$ cat src/rtl/maxpool1_relu.sv
// maxpool1_relu: 2x2 stride-2 max pooling over three conv1 channels, with an
// optional ReLU after the max. The input is a raster stream of CONV_WIDTH x
// CONV_HEIGHT pixels. The output is a raster stream of pooled pixels that is
// one quarter the size.
// The ReLU clamp is enabled by defining MAXPOOL1_RELU_EN.
// The default build passes the signed max through unmodified.
module maxpool1_relu #(
  parameter int CONV_WIDTH  = 24,
  parameter int CONV_HEIGHT = 24,
  parameter int DATA_BITS   = 12
) (
  input  logic                        clk,
  input  logic                        rst,
  input  logic                        valid_in,
  input  logic signed [DATA_BITS-1:0] conv_out_1,
  input  logic signed [DATA_BITS-1:0] conv_out_2,
  input  logic signed [DATA_BITS-1:0] conv_out_3,
  output logic signed [DATA_BITS-1:0] max_value_1,
  output logic signed [DATA_BITS-1:0] max_value_2,
  output logic signed [DATA_BITS-1:0] max_value_3,
  output logic                        valid_out_relu,
  output logic                        frame_done
);

  localparam int HALF_W = CONV_WIDTH / 2;
  localparam int CW     = (CONV_WIDTH > 1) ? $clog2(CONV_WIDTH) : 1;
  localparam int RW     = (CONV_HEIGHT > 1) ? $clog2(CONV_HEIGHT) : 1;
  localparam int LW     = (HALF_W > 1) ? $clog2(HALF_W) : 1;
  localparam logic [CW-1:0] COL_LAST = CW'(CONV_WIDTH - 1);
  localparam logic [RW-1:0] ROW_LAST = RW'(CONV_HEIGHT - 1);

  function automatic logic signed [DATA_BITS-1:0] smax(
    input logic signed [DATA_BITS-1:0] a,
    input logic signed [DATA_BITS-1:0] b
  );
    return (a > b) ? a : b;
  endfunction

  // Optional clamp of negative pooled results to zero.
  function automatic logic signed [DATA_BITS-1:0] relu(
    input logic signed [DATA_BITS-1:0] x
  );
`ifdef MAXPOOL1_RELU_EN
    return x[DATA_BITS-1] ? '0 : x;
`else
    return x;
`endif
  endfunction

  // ---- stage p0: raster position, horizontal pair, vertical pair ----
  logic [CW-1:0]               col_p0;
  logic [RW-1:0]               row_p0;
  logic signed [DATA_BITS-1:0] pix_p0   [3];
  logic signed [DATA_BITS-1:0] hold_p0  [3];
  logic signed [DATA_BITS-1:0] lbuf_p0  [3][HALF_W];
  logic signed [DATA_BITS-1:0] pair_max [3];
  logic signed [DATA_BITS-1:0] win_max  [3];
  logic [LW-1:0]               lb_idx;
  logic                        col_odd, row_odd, win_end, frame_end;

  assign pix_p0[0] = conv_out_1;
  assign pix_p0[1] = conv_out_2;
  assign pix_p0[2] = conv_out_3;

  assign lb_idx    = LW'(col_p0 >> 1);
  assign col_odd   = col_p0[0];
  assign row_odd   = row_p0[0];
  assign win_end   = valid_in && col_odd && row_odd;
  assign frame_end = win_end && (col_p0 == COL_LAST) && (row_p0 == ROW_LAST);

  // Raster position of the pixel currently on the input; moves only on beats.
  always_ff @(posedge clk or posedge rst) begin
    if (rst) begin
      col_p0 <= '0;
      row_p0 <= '0;
    end else if (valid_in) begin
      if (col_p0 == COL_LAST) begin
        col_p0 <= '0;
        row_p0 <= (row_p0 == ROW_LAST) ? '0 : row_p0 + 1'b1;
      end else begin
        col_p0 <= col_p0 + 1'b1;
      end
    end
  end

  // Even-column pixel waits here for its odd-column partner.
  always_ff @(posedge clk or posedge rst) begin
    if (rst) begin
      for (int ch = 0; ch < 3; ch++) hold_p0[ch] <= '0;
    end else if (valid_in && !col_odd) begin
      for (int ch = 0; ch < 3; ch++) hold_p0[ch] <= pix_p0[ch];
    end
  end

  // Horizontal pair max, then vertical max against the row above.
  always_comb begin
    for (int ch = 0; ch < 3; ch++) begin
      pair_max[ch] = smax(hold_p0[ch], pix_p0[ch]);
      win_max[ch]  = smax(lbuf_p0[ch][lb_idx], pair_max[ch]);
    end
  end

  // Even rows park their pair max for the odd row below. No reset is needed
  // because every entry is rewritten before the odd row reads it.
  always_ff @(posedge clk) begin
    if (valid_in && col_odd && !row_odd) begin
      for (int ch = 0; ch < 3; ch++) lbuf_p0[ch][lb_idx] <= pair_max[ch];
    end
  end

  // ---- stage p1: registered pooled output ----
  logic signed [DATA_BITS-1:0] max_p1 [3];
  logic                        vld_p1;
  logic                        done_p1;

  // Capture the window result on its bottom-right beat. Otherwise hold the value.
  always_ff @(posedge clk or posedge rst) begin
    if (rst) begin
      for (int ch = 0; ch < 3; ch++) max_p1[ch] <= '0;
      vld_p1  <= 1'b0;
      done_p1 <= 1'b0;
    end else begin
      vld_p1  <= win_end;
      done_p1 <= frame_end;
      if (win_end) begin
        for (int ch = 0; ch < 3; ch++) max_p1[ch] <= relu(win_max[ch]);
      end
    end
  end

  assign max_value_1    = max_p1[0];
  assign max_value_2    = max_p1[1];
  assign max_value_3    = max_p1[2];
  assign valid_out_relu = vld_p1;
  assign frame_done     = done_p1;

endmodule

$ cat config.mk
export PLATFORM = sky130hd
export DESIGN_NAME = maxpool1_relu
export DESIGN_NICKNAME = d
export VERILOG_FILES = /design/src/rtl/maxpool1_relu.sv
export SDC_FILE = /design/constraint.sdc
export NUM_CORES = 1
export LEC_CHECK = 0
export ABC_AREA = 1
export BUFFER_PORTS_ARGS = -buffer_cell sky130_fd_sc_hd__buf_2
export CAP_MARGIN = 30
export CORE_MARGIN = 2
export CORE_UTILIZATION = 45
export DETAILED_ROUTE_END_ITERATION = 10
export GPL_ROUTABILITY_DRIVEN = 0
export PLACE_DENSITY = 0.61
export SETUP_SLACK_MARGIN = 0.15
export SLEW_MARGIN = 20
export SYNTH_ARGS = -nofsm -noshare
export SYNTH_HDL_FRONTEND = slang
export SYNTH_SLANG_ARGS = --single-unit
export TNS_END_PERCENT = 20
$ cat constraint.sdc
create_clock -name clk -period 6.8 [get_ports clk]
set_input_delay 0 -clock clk [delete_from_list [all_inputs] [get_ports clk]]
set_output_delay 0 -clock clk [all_outputs]
set_load 0.05 [all_outputs]
### Word level (Yosys, flattened, before mapping)

Memories as Yosys holds them, arrays and structs flattened.
Cells that the tools add are included.

| cells by class | value |
|---|---|
| multiplexer cells | 21 |
| eq/ne operators | 2 |
| reductions and logical operators | 10 |
| $add $sub $neg | 2 |
| bitwise gates (word level) | 1 |
| magnitude comparators | 8 |

Operators by type and width:

| operator | count |
|---|---|
| two-way mux 12 bit | 13 |
| binary-select mux 12 bit (select 4 bit) | 3 |
| two-way mux 144 bit | 1 |
| greater-than comparator 12 bit | 6 |
| demux 12 bit (select 4 bit) | 1 |
| adder 5 x 1 -> 5 bit, second input constant | 2 |
| equality test 5 bit, second input constant | 2 |
| two-way mux 5 bit | 2 |
| logical AND 1 bit | 7 |
| >= comparator 5 bit, second input constant | 1 |
| less-than comparator 5 x 1 -> 1 bit, second input constant | 1 |
| inverter 4 -> 5 bit | 1 |
| zero test 1 bit | 2 |
| AND reduction 2 bit | 1 |
| two-way mux 1 bit | 1 |

| storage, ports and cells | value |
|---|---|
| register bits | 84 |
| memories | 1 |
| bits in writable memories | 432 |

Memory list:

| name | words | bits a word | read ports | clocked after memory_dff | write ports | line | RTL |
|---|---|---|---|---|---|---|---|
| lbuf_p0 | 3 | 144 | 3 | 0 | 3 | 55 | `logic signed [DATA_BITS-1:0] lbuf_p0 [3][HALF_W];` |

### Logic depth before layout (Yosys ltp)

Gate-level depths: netlist (run 1).

| depth | value |
|---|---|
| depth after elaboration | 6 |
| mapped depth | 30 |

### Worst setup path after synthesis (run 1)

No wires, ideal clock.

| path | value |
|---|---|
| path type | register to register |
| start | register col_p0[3] |
| end | memory lbuf_p0[0][132] (netlist name), enable pin |
| cell stages (with the launch flop) | 5 |
| data required time | 6.326 ns |
| arrival | 3.643 ns |
| path buffers | 1 |
| slack | 2.683 ns |
| cell sequence | dfrtp_1 nor2_2 clkbuf_1 inv_1 nor3_1 |

RTL lines:

| element | line | RTL |
|---|---|---|
| start, declared | 51 | `logic [CW-1:0] col_p0;` |
| start signal, assigned | 81 | `col_p0 <= col_p0 + 1'b1;` |
| end, declared | 55 |  |

==> metrics.txt, run 1 <==
run status=finished clean; commonest non-fill, non-tap cell in the layout=nand2_1; Max Clk Rate=209 MHz; Pleak=10.9 nW; cts bufs inserted=53; crit path cell chain=ha_1 -> nand2_1 -> inv_1 -> nand2_1 -> nor2_1 -> nand4_1 -> nand3_1 -> nand2_1 -> nand2_1 -> inv_1 -> ha_1 -> nand2_1 -> nor2_1 -> and2_1 -> nand2_1 -> nand4_1 -> nand3_1 -> nor2_1 -> nor2_1 -> nand2_1 -> nand2_1; first-pass GRT wire length=86200 microns; Netlist cell types=31; mapped cell area=0.0228 sq mm; Critical Path RT=7.28 ns; Crit path arrival time=5.27 ns; RSZ-0062 raised after global routing=false; drt total wl=54900 microns; hold path startpoint=conv_out_3[0]; num ports=77; CP Class=flop to flop; Root Buffer=clkbuf_16; Vias=15300; Max VDD drop=0.279 mV; Syn Inst Count=2067; Max Cap Violations=0; ant diodes=0; fin crit period=4.79 ns; Worst Path Buf+Inv=2; routed vias/inst=5.30; Yosys top cell by area=edfxtp_1; GR Util All Layers=0.211; post-synth net total=2180; internal power=0.00766 W; Max FO, Critical Path=24; clock tree buffer depth=3; area share of the largest cell type after synthesis=0.569; warnings from Yosys=0; TNS Setup=0 ns; CP max-delay cell=nand3_1; FILL cells=4442; post-route clock period utilization=0.705; Pre-Repair DR Iteration Count=7; area grow syn2layout=14.4%; vias in the first global route=15500; Worst Setup SP=hold_p0[23]; Flop pwr share=0.342; Slew @ Worst Pin=0.901 ns; FP Rows=82; Nets=2289; clock slew at the register clock pins of the worst setup and hold paths=0.06 ns; DRC errors left=0; die width=229 microns; Seq cells post-synth=516; Gates resized, CTS repair=0; sequential area share after synthesis=0.662; max_slew headroom=0.398; initial antenna violation count=1; Final setup viols=0; Initial Utilization=0.455; Clk pwr share=0.238; slowest stage delay, CP=0.61 ns; Final Power=0.0129 W; Reg area=0.0151 sq mm; count of pins over their slew limit=0; Avg Cell Area, Syn=11.0 sq um; layout cell share with drive strength beyond 1=0.103; Worst setup SP type=flop; Core Box Area=0.0501 sq mm; Antenna Nets Post-Route=0; CTS tree=built; hpwl dp=31800 microns; Comb power frac=0.420; r2r worst-path depth=21; Multi-input gate area=0.00667 sq mm; Hold Path Stages=4; power per cell area=496 mW/mm^2; Switch Pwr=0.00528 W; setup bufs post-CTS=0; post-detailed-route wirelength per cell=19.0 microns; largest net degree at the start of global routing=79; die extent in y=229 microns; initial DRC count=987; Crit path top cell by count=nand2_1; endpoint class of the critical path=flop; critical path depth=21; CP delay by family, top=simple AND/OR/NAND/NOR gates; most frequent cells in the layout=nand2_1, edfxtp_1, inv_1, a22oi_1, nand3_1; Hold Fails Final Rpt=0; CTS Sinks=516; HP Class=input port to flop; switching fraction of total power=0.408; worst r2r src=hold_p0[23]; Worst-Skew Late Latency=0.60 ns; IO buf count=76; # H-tree levels=2; Die Area=0.0524 sq mm; Clock Skew=0.0301 ns; synth top area cells=edfxtp_1, nand2_1, dfrtp_1, a22oi_1, ha_1; GRT Residual Overflow=0
cell usage after synthesis, drive strengths merged:
cell type	n
nor2	113
nand2	699
edfxtp	432
nand4	32
xor2	1
buf	57
clkbuf	30
o21ai	50
a22oi	144
nor3	14
nand3b	1
ha	74
clkinv	2
dfrtp	84
a21oi	37
o22ai	2
inv	164
and2	4
nand3	123
a21o	4
repair_timing:
item,CTS,global route
setup endpoints to repair,0,0
hold endpoints to repair,111,0
hold buffers,39,0
power groups by stage:
stage | clock network, W | logic, W | registers [W]
finish | 0.00308 | 0.00543 | 0.00442
floorplan | 0 | 0.00378 | 0.00473
CTS | 0.00314 | 0.00547 | 0.00442
detailed placement | 0 | 0.00542 | 0.00448
global route | 0.00326 | 0.00618 | 0.00446
global placement | 0 | 0.00531 | 0.00447
cell families (layout without fill, tap and decap cells):
logic type	count (synthesis)	after routing	share of synthesized area
adders and majority gates	74	74	0.0406
and+or+nand+nor	986	986	0.178
xor gates and xnor gates	1	1	0.000384
AOI/OAI and AO/OA	237	237	0.0700
DFF	516	516	0.662
buffers and inverters	253	404	0.0489
state kept, by name (all words and copies together) (netlist names):
name and flops:
lbuf_p0 432, hold_p0 36, max_value_1 12, max_value_2 12
max_value_3 12, col_p0 5, row_p0 5, frame_done 1
valid_out_relu 1
layer usage:
layer	wire, microns	global-route usage	part of all wire
met5	0	0	0
met4	931	0.0519	0.017
met3	2930	0.0332	0.053
met2	25900	0.348	0.47
met1	25100	0.294	0.46
final timing paths:
| check | to | slack, ns |
|---|---|---|
| setup / recovery | max_value_2[3] | 2.01 |
| hold reg to reg | max_value_2[6] | 0.48 |
| hold / removal | hold_p0[0] | 0.23 |
| max in group asynchronous | max_value_2[3] | 5.08 |
| min in group asynchronous | hold_p0[5] | 0.56 |
| setup reg to reg | max_value_2[3] | 2.01 |
through the flow:
step	instance area, sq um	hold WS (ns)	util	worst slack [ns]	std cells
floorplan	22800	0.0964	-	2.68	2067
global placement	23800	0.0627	0.476	2.11	2754
detailed placement	23800	0.0687	0.476	2.04	2754
CTS	26100	0.202	0.521	1.97	2890
global route	26100	0.238	0.521	1.47	2890
finish	26100	0.230	0.521	2.01	2890
tightest hold or removal path: cells and delay by family:
kind	cells	cell delay [ns]
buffers and inverters	2	0.63
AO/OA/AOI/OAI	1	0.10
AND/OR/NAND/NOR	1	0.05
cell type report:
type | count | share of cell area
flip-flops and latches | 516 | 0.578
multi-input cells | 1298 | 0.256
clock buffers | 67 | 0.0553
repair buffers | 141 | 0.0385
well taps | 672 | 0.0323
inverters | 166 | 0.0243
clock inverters | 30 | 0.0155
Note: power is estimated with default switching activity, not from simulation.
==> run 2, diff against run 1 <==
Clock period 6.8 ns to 4.8 ns, I/O delays scaled along.
==> metrics.txt, run 2 (same netlist as run 1, synthesis figures left out) <==
run status=finished clean; max_slew headroom=0.439 (+0.0413); Final setup viols=0 (unchanged); FILL cells=4340 (-2.3%); count of pins over their slew limit=0 (unchanged); Slew @ Worst Pin=0.836 ns (-0.0643 ns); ant diodes=0 (unchanged); Crit path top cell by count=nand2_1; CTS tree=built; commonest non-fill, non-tap cell in the layout=nand2_1; placed cell areas=0.0241 sq mm (+0.95%); routed vias/inst=5.34 (+0.69%); worst r2r src=hold_p0[35]; biggest regs=lbuf_p0: 432 flops, hold_p0: 36 flops; Worst-Skew Late Latency=0.61 ns (about the same); slowest stage delay, CP=0.42 ns (-0.19 ns); clock slew at the register clock pins of the worst setup and hold paths=0.06 ns (about the same); num ports=77 (unchanged); fin crit period=4.26 ns (-0.534 ns); CP max-delay cell=nand3_1; area grow syn2layout=15.4%; Root Buffer=clkbuf_16; first-pass GRT wire length=88700 microns (+2.9%); largest net degree at the start of global routing=73 (-7.6%); max reg flops=432 (unchanged); IO buf count=76 (unchanged); layout cell share with drive strength beyond 1=0.111 (+0.00856); initial DRC count=1352 (+37%); Max Clk Rate=235 MHz (+13%); GRT Residual Overflow=0 (unchanged); Pleak=11.0 nW (+0.88%); HP Class=input port to asynchronous set/reset pin; Vias=15500 (+1.3%); clock tree buffer depth=3 (unchanged); worst hold slack=0.0431 ns (-0.187 ns); Crit path arrival time=4.74 ns (-0.53 ns); Initial Utilization=0.455 (unchanged); Hold Fails Final Rpt=0 (unchanged); # H-tree levels=2 (unchanged); most frequent cells in the layout=nand2_1, edfxtp_1, inv_1, a22oi_1, nand3_1; DRC errors left=0 (unchanged); Reg area=0.0151 sq mm (unchanged); setup slack, reg-to-reg=0.54 ns (-1.47 ns); Antenna Nets Post-Route=0 (unchanged); RSZ-0062 raised after global routing=true; Multi-input gate area=0.00667 sq mm (about the same); endpoint class of the critical path=flop; Reg2Reg Capture Point=max_value_1[0]; hpwl dp=32900 microns (+3.3%); power per cell area=705 mW/mm^2 (+42%); vias in the first global route=15500 (+0.50%); Critical Path RT=5.28 ns (-2.00 ns); post-route clock period utilization=0.887 (+0.182); Max VDD drop=0.445 mV (+59%); Biggest register=lbuf_p0; r2r worst-path depth=25 (+19%); drt total wl=56600 microns (+3.1%); Clock Skew=0.0270 ns (-0.00314 ns); die width=229 microns (unchanged); Finished Cell Area=0.0263 sq mm (+0.87%); die extent in y=229 microns (unchanged); GR Util All Layers=0.218 (+0.00730); initial antenna violation count=0 (-1); CTS Sinks=516 (unchanged); Max FO, Critical Path=18 (-25%); Core Box Area=0.0501 sq mm (unchanged); CP Class=flop to flop; post-detailed-route wirelength per cell=19.5 microns (+2.4%); Pre-Repair DR Iteration Count=7 (unchanged); cts bufs inserted=54 (+1.9%); Worst Path Buf+Inv=3 (+1); Final Power=0.0185 W (+43%); Max Cap Violations=0 (unchanged); CP delay by family, top=simple AND/OR/NAND/NOR gates; TNS Setup=0 ns (unchanged); Nets=2306 (+0.74%); Worst setup SP type=flop; FP Rows=82 (unchanged); Die Area=0.0524 sq mm (unchanged)
[run 2: changes by cell type in the layout (fill, tap and decap cells not counted), moves of 4 or more]
cell / delta
buf_12: +7
buf_4: +8
clkbuf_1: -4
clkinv_1: +5
[run 2: cell type report]
cell class / instances / area share
Clock buffer: 62 / 0.0537
Clock inverter: 37 / 0.0162
Tap cell: 672 / 0.0320
Multi-Input combinational cell: 1298 / 0.254
Sequential cell: 516 / 0.573
Timing Repair Buffer: 157 / 0.0469
Inverter: 166 / 0.0241
[run 2: metal layers]
| layer | wire length, microns | track usage | vias to the layer above |
|---|---|---|---|
| li1 | - | - | 7382 |
| met5 | 0 | 0 | - |
| met4 | 1220 | 0.0572 | 0 |
| met1 | 25000 | 0.304 | 7564 |
| met3 | 3730 | 0.0331 | 82 |
| met2 | 26700 | 0.359 | 491 |
[run 2: how the worst max path moves through the flow]
stage                start              end  cells past startpoint
6_report       hold_p0[35]   max_value_1[0]                     25
5_1_grt        hold_p0[35]   max_value_1[2]                     25
4_1_cts        hold_p0[11]  max_value_3[11]                     22
3_5_place_dp   hold_p0[11]  max_value_3[11]                     22
3_3_place_gp   hold_p0[11]  max_value_3[11]                     22
2_1_floorplan    col_p0[3]  lbuf_p0[0][132]                      4
[run 2: worst reg2reg max path, stage by stage, from the launching register on]
cell     delay (ns)
dfrtp_1        0.40
ha_1           0.38
nand2_1        0.10
inv_1          0.06
nand2_1        0.07
nor2_1         0.14
nand2_1        0.11
nand3_1        0.10
nand2_1        0.06
nand3_1        0.42
nand2_1        0.16
nand2_1        0.42
inv_1          0.10
ha_1           0.33
nand2_1        0.07
nor2_1         0.04
and2_1         0.17
nand2_1        0.10
nand3_1        0.07
nand2_1        0.06
nand3_1        0.20
buf_4          0.29
nor2_1         0.13
nor2_1         0.05
nand2_1        0.08
nand2_1        0.05
[run 2: timing repair]
action                                  CTS  global route
buffers inserted                          0             0
gates resized for setup                   0             3
endpoints found under the setup margin    0            16
endpoints found under the hold margin   122             0
hold buffers                             38             0
[run 2: stage by stage]
| stage | util | cells | setup WS, ns |
|---|---|---|---|
| 4_1_cts | 0.525 | 2907 | 0.467 |
| 2_1_floorplan | - | 2067 | 0.683 |
| 6_report | 0.525 | 2908 | 0.541 |
| 3_3_place_gp | 0.480 | 2768 | 0.630 |
| 3_5_place_dp | 0.480 | 2770 | 0.495 |
| 5_1_grt | 0.525 | 2908 | 0.109 |
[run 2: power breakdown]
| group | internal, W | switching (W) |
|---|---|---|
| sequential | 0.00596 | 0.000274 |
| clock | 0.00259 | 0.00175 |
| combinational | 0.00238 | 0.00559 |
| total | 0.0109 | 0.00761 |
==> run 3, diff against run 2 <==
Settings changed: CORE_UTILIZATION 45 to 62, PLACE_DENSITY 0.61 to 0.8.
==> metrics.txt, run 3 (same netlist as run 1, synthesis figures left out) <==
post-route clock period utilization=0.906 (+0.0192); clock tree buffer depth=3 (unchanged); cts bufs inserted=51 (-5.6%); Max FO, Critical Path=13 (-5); initial DRC count=1830 (+35%); biggest regs=lbuf_p0: 432 flops, hold_p0: 36 flops; Core Box Area=0.0364 sq mm (-27%); Slew @ Worst Pin=0.759 ns (-0.0774 ns); Worst-Skew Late Latency=0.59 ns (-0.02 ns); max_slew headroom=0.493 (+0.0541); HP Class=input port to flop; Die Area=0.0383 sq mm (-27%); max reg flops=432 (unchanged); Biggest register=lbuf_p0; Reg area=0.0151 sq mm (unchanged); post-detailed-route wirelength per cell=20.6 microns (+5.8%); run status=finished clean; die extent in y=196 microns (-15%); Crit path top cell by count=nand2_1; ant diodes=0 (unchanged); count of pins over their slew limit=0 (unchanged); Worst setup SP type=flop; Crit path arrival time=4.87 ns (+0.13 ns); CP Class=flop to flop; clock slew at the register clock pins of the worst setup and hold paths=0.06 ns (about the same); Pleak=10.9 nW (-0.60%); # H-tree levels=2 (unchanged); critical path depth=20 (-20%); most frequent cells in the layout=nand2_1, edfxtp_1, inv_1, a22oi_1, nand3_1; Nets=2311 (+0.22%); hpwl dp=32600 microns (-0.79%); r2r worst-path depth=20 (-20%); crit path cell chain=ha_1 -> nand4_1 -> nor3_1 -> nand2_1 -> nand3_1 -> nand2_1 -> nand2_1 -> inv_1 -> ha_1 -> nand2_1 -> nor2_1 -> and2_1 -> nand2_1 -> nand3_1 -> nand2_1 -> nand2_1 -> nand2_1 -> nand3_1 -> nand2_1 -> nand2_1; first-pass GRT wire length=87600 microns (-1.2%); FP Rows=70 (-15%); vias in the first global route=16400 (+5.3%); initial antenna violation count=0 (unchanged); endpoint class of the critical path=flop; TNS Setup=0 ns (unchanged); commonest non-fill, non-tap cell in the layout=nand2_1; num ports=77 (unchanged); CP max-delay cell=nand3_1; Finished Cell Area=0.0259 sq mm (-1.5%); Pre-Repair DR Iteration Count=6 (-1); Max Clk Rate=230 MHz (-2.1%); setup bufs post-CTS=0 (unchanged); Max Cap Violations=0 (unchanged); area grow syn2layout=13.7%; Worst Path Buf+Inv=1 (-2); largest net degree at the start of global routing=58 (-21%); GRT Residual Overflow=0 (unchanged); IO buf count=76 (unchanged); Hold Path Stages=4; drt total wl=55700 microns (-1.6%); Vias=16200 (+4.5%); Max VDD drop=0.490 mV (+10%); Clock Skew=0.0179 ns (-0.00906 ns); die width=196 microns (-15%); Hold Fails Final Rpt=0 (unchanged); DRC errors left=0 (unchanged); Initial Utilization=0.625 (+0.170); layout cell share with drive strength beyond 1=0.115 (+0.00348); RSZ-0062 raised after global routing=true; routed vias/inst=5.99 (+12%); fin crit period=4.35 ns (+0.0924 ns); power per cell area=709 mW/mm^2 (+0.52%); placed cell areas=0.0238 sq mm (-1.1%); setup slack, reg-to-reg=0.45 ns (-0.09 ns); Root Buffer=clkbuf_16; slowest stage delay, CP=0.44 ns (+0.02 ns); Final setup viols=0 (unchanged); Antenna Nets Post-Route=0 (unchanged); GR Util All Layers=0.297 (+0.0786); CTS Sinks=516 (unchanged); FILL cells=2445 (-44%); CP delay by family, top=simple AND/OR/NAND/NOR gates; Multi-input gate area=0.00669 sq mm (+0.34%); Critical Path RT=5.32 ns (+0.04 ns); CTS tree=built
run 3: changes by cell type in the layout (fill, tap and decap cells not counted), moves of 4 or more:
cell | before | now
bufinv_16 | 9 | 4
nand2_1 | 694 | 683
clkbuf_1 | 5 | 9
buf_4 | 31 | 43
clkinv_2 | 10 | 5
nand2_2 | 4 | 15
run 3: worst paths after layout:
path | startpoint | endpoint
hold reg to reg | max_value_1[6] | max_value_1[6]
max in group asynchronous | rst | max_value_2[3]
setup reg to reg | hold_p0[7] | max_value_3[4]
min in group asynchronous | rst | hold_p0[30]
setup / recovery | hold_p0[7] | max_value_3[4]
hold / removal | conv_out_1[0] | hold_p0[24]
run 3: cell type report:
type                    count  area share
multi-input cells        1298       0.258
inverters                 166      0.0244
clock inverters            27     0.00971
well taps                 468      0.0226
clock buffers              66      0.0551
repair buffers            165      0.0476
flip-flops and latches    516       0.582
run 3: where the power goes:
part	leakage (nW)	total (W)	switching, W	internal, W
registers	4.96	0.00623	0.000274	0.00596
logic	5.16	0.00814	0.00575	0.00238
clock network	0.807	0.00399	0.00168	0.00231
run 3: metrics by stage:
stage               power (W)  hold slack, ns  utilization  worst slack (ns)  std cells
floorplan              0.0121          0.0964            -             0.683       2067
global placement       0.0138           0.224        0.652             0.661       2572
detailed placement     0.0142         -0.0407        0.653             0.463       2574
CTS                    0.0182           0.227        0.710             0.432       2706
global route           0.0195           0.246        0.711             0.115       2706
finish                 0.0184           0.238        0.711             0.449       2706
run 3: routing by layer:
metal	vias up	share of wire	global-route usage
met2	879	0.48	0.491
li1	7392	-	-
met5	-	0	0
met1	7796	0.39	0.400
met4	0	0.029	0.103
met3	144	0.098	0.0564
run 3: worst reg2reg max path, stage by stage (launching register included):
cell and delay [ns]:
dfrtp_1 0.40, ha_1 0.34, nand4_1 0.15, nor3_1 0.15
nand2_1 0.29, nand3_1 0.44, nand2_1 0.15, nand2_1 0.35
inv_1 0.10, ha_1 0.30, nand2_1 0.07, nor2_1 0.19
and2_1 0.16, nand2_1 0.08, nand3_1 0.07, nand2_1 0.05
nand2_1 0.30, nand2_1 0.37, nand3_1 0.21, nand2_1 0.07
nand2_1 0.07
run 3: what timing repair did:
action / in CTS / in global routing
gates resized for setup: 0 / 13
endpoints found under the setup margin: 0 / 24
hold buffers: 39 / 0
endpoints found under the hold margin: 130 / 0
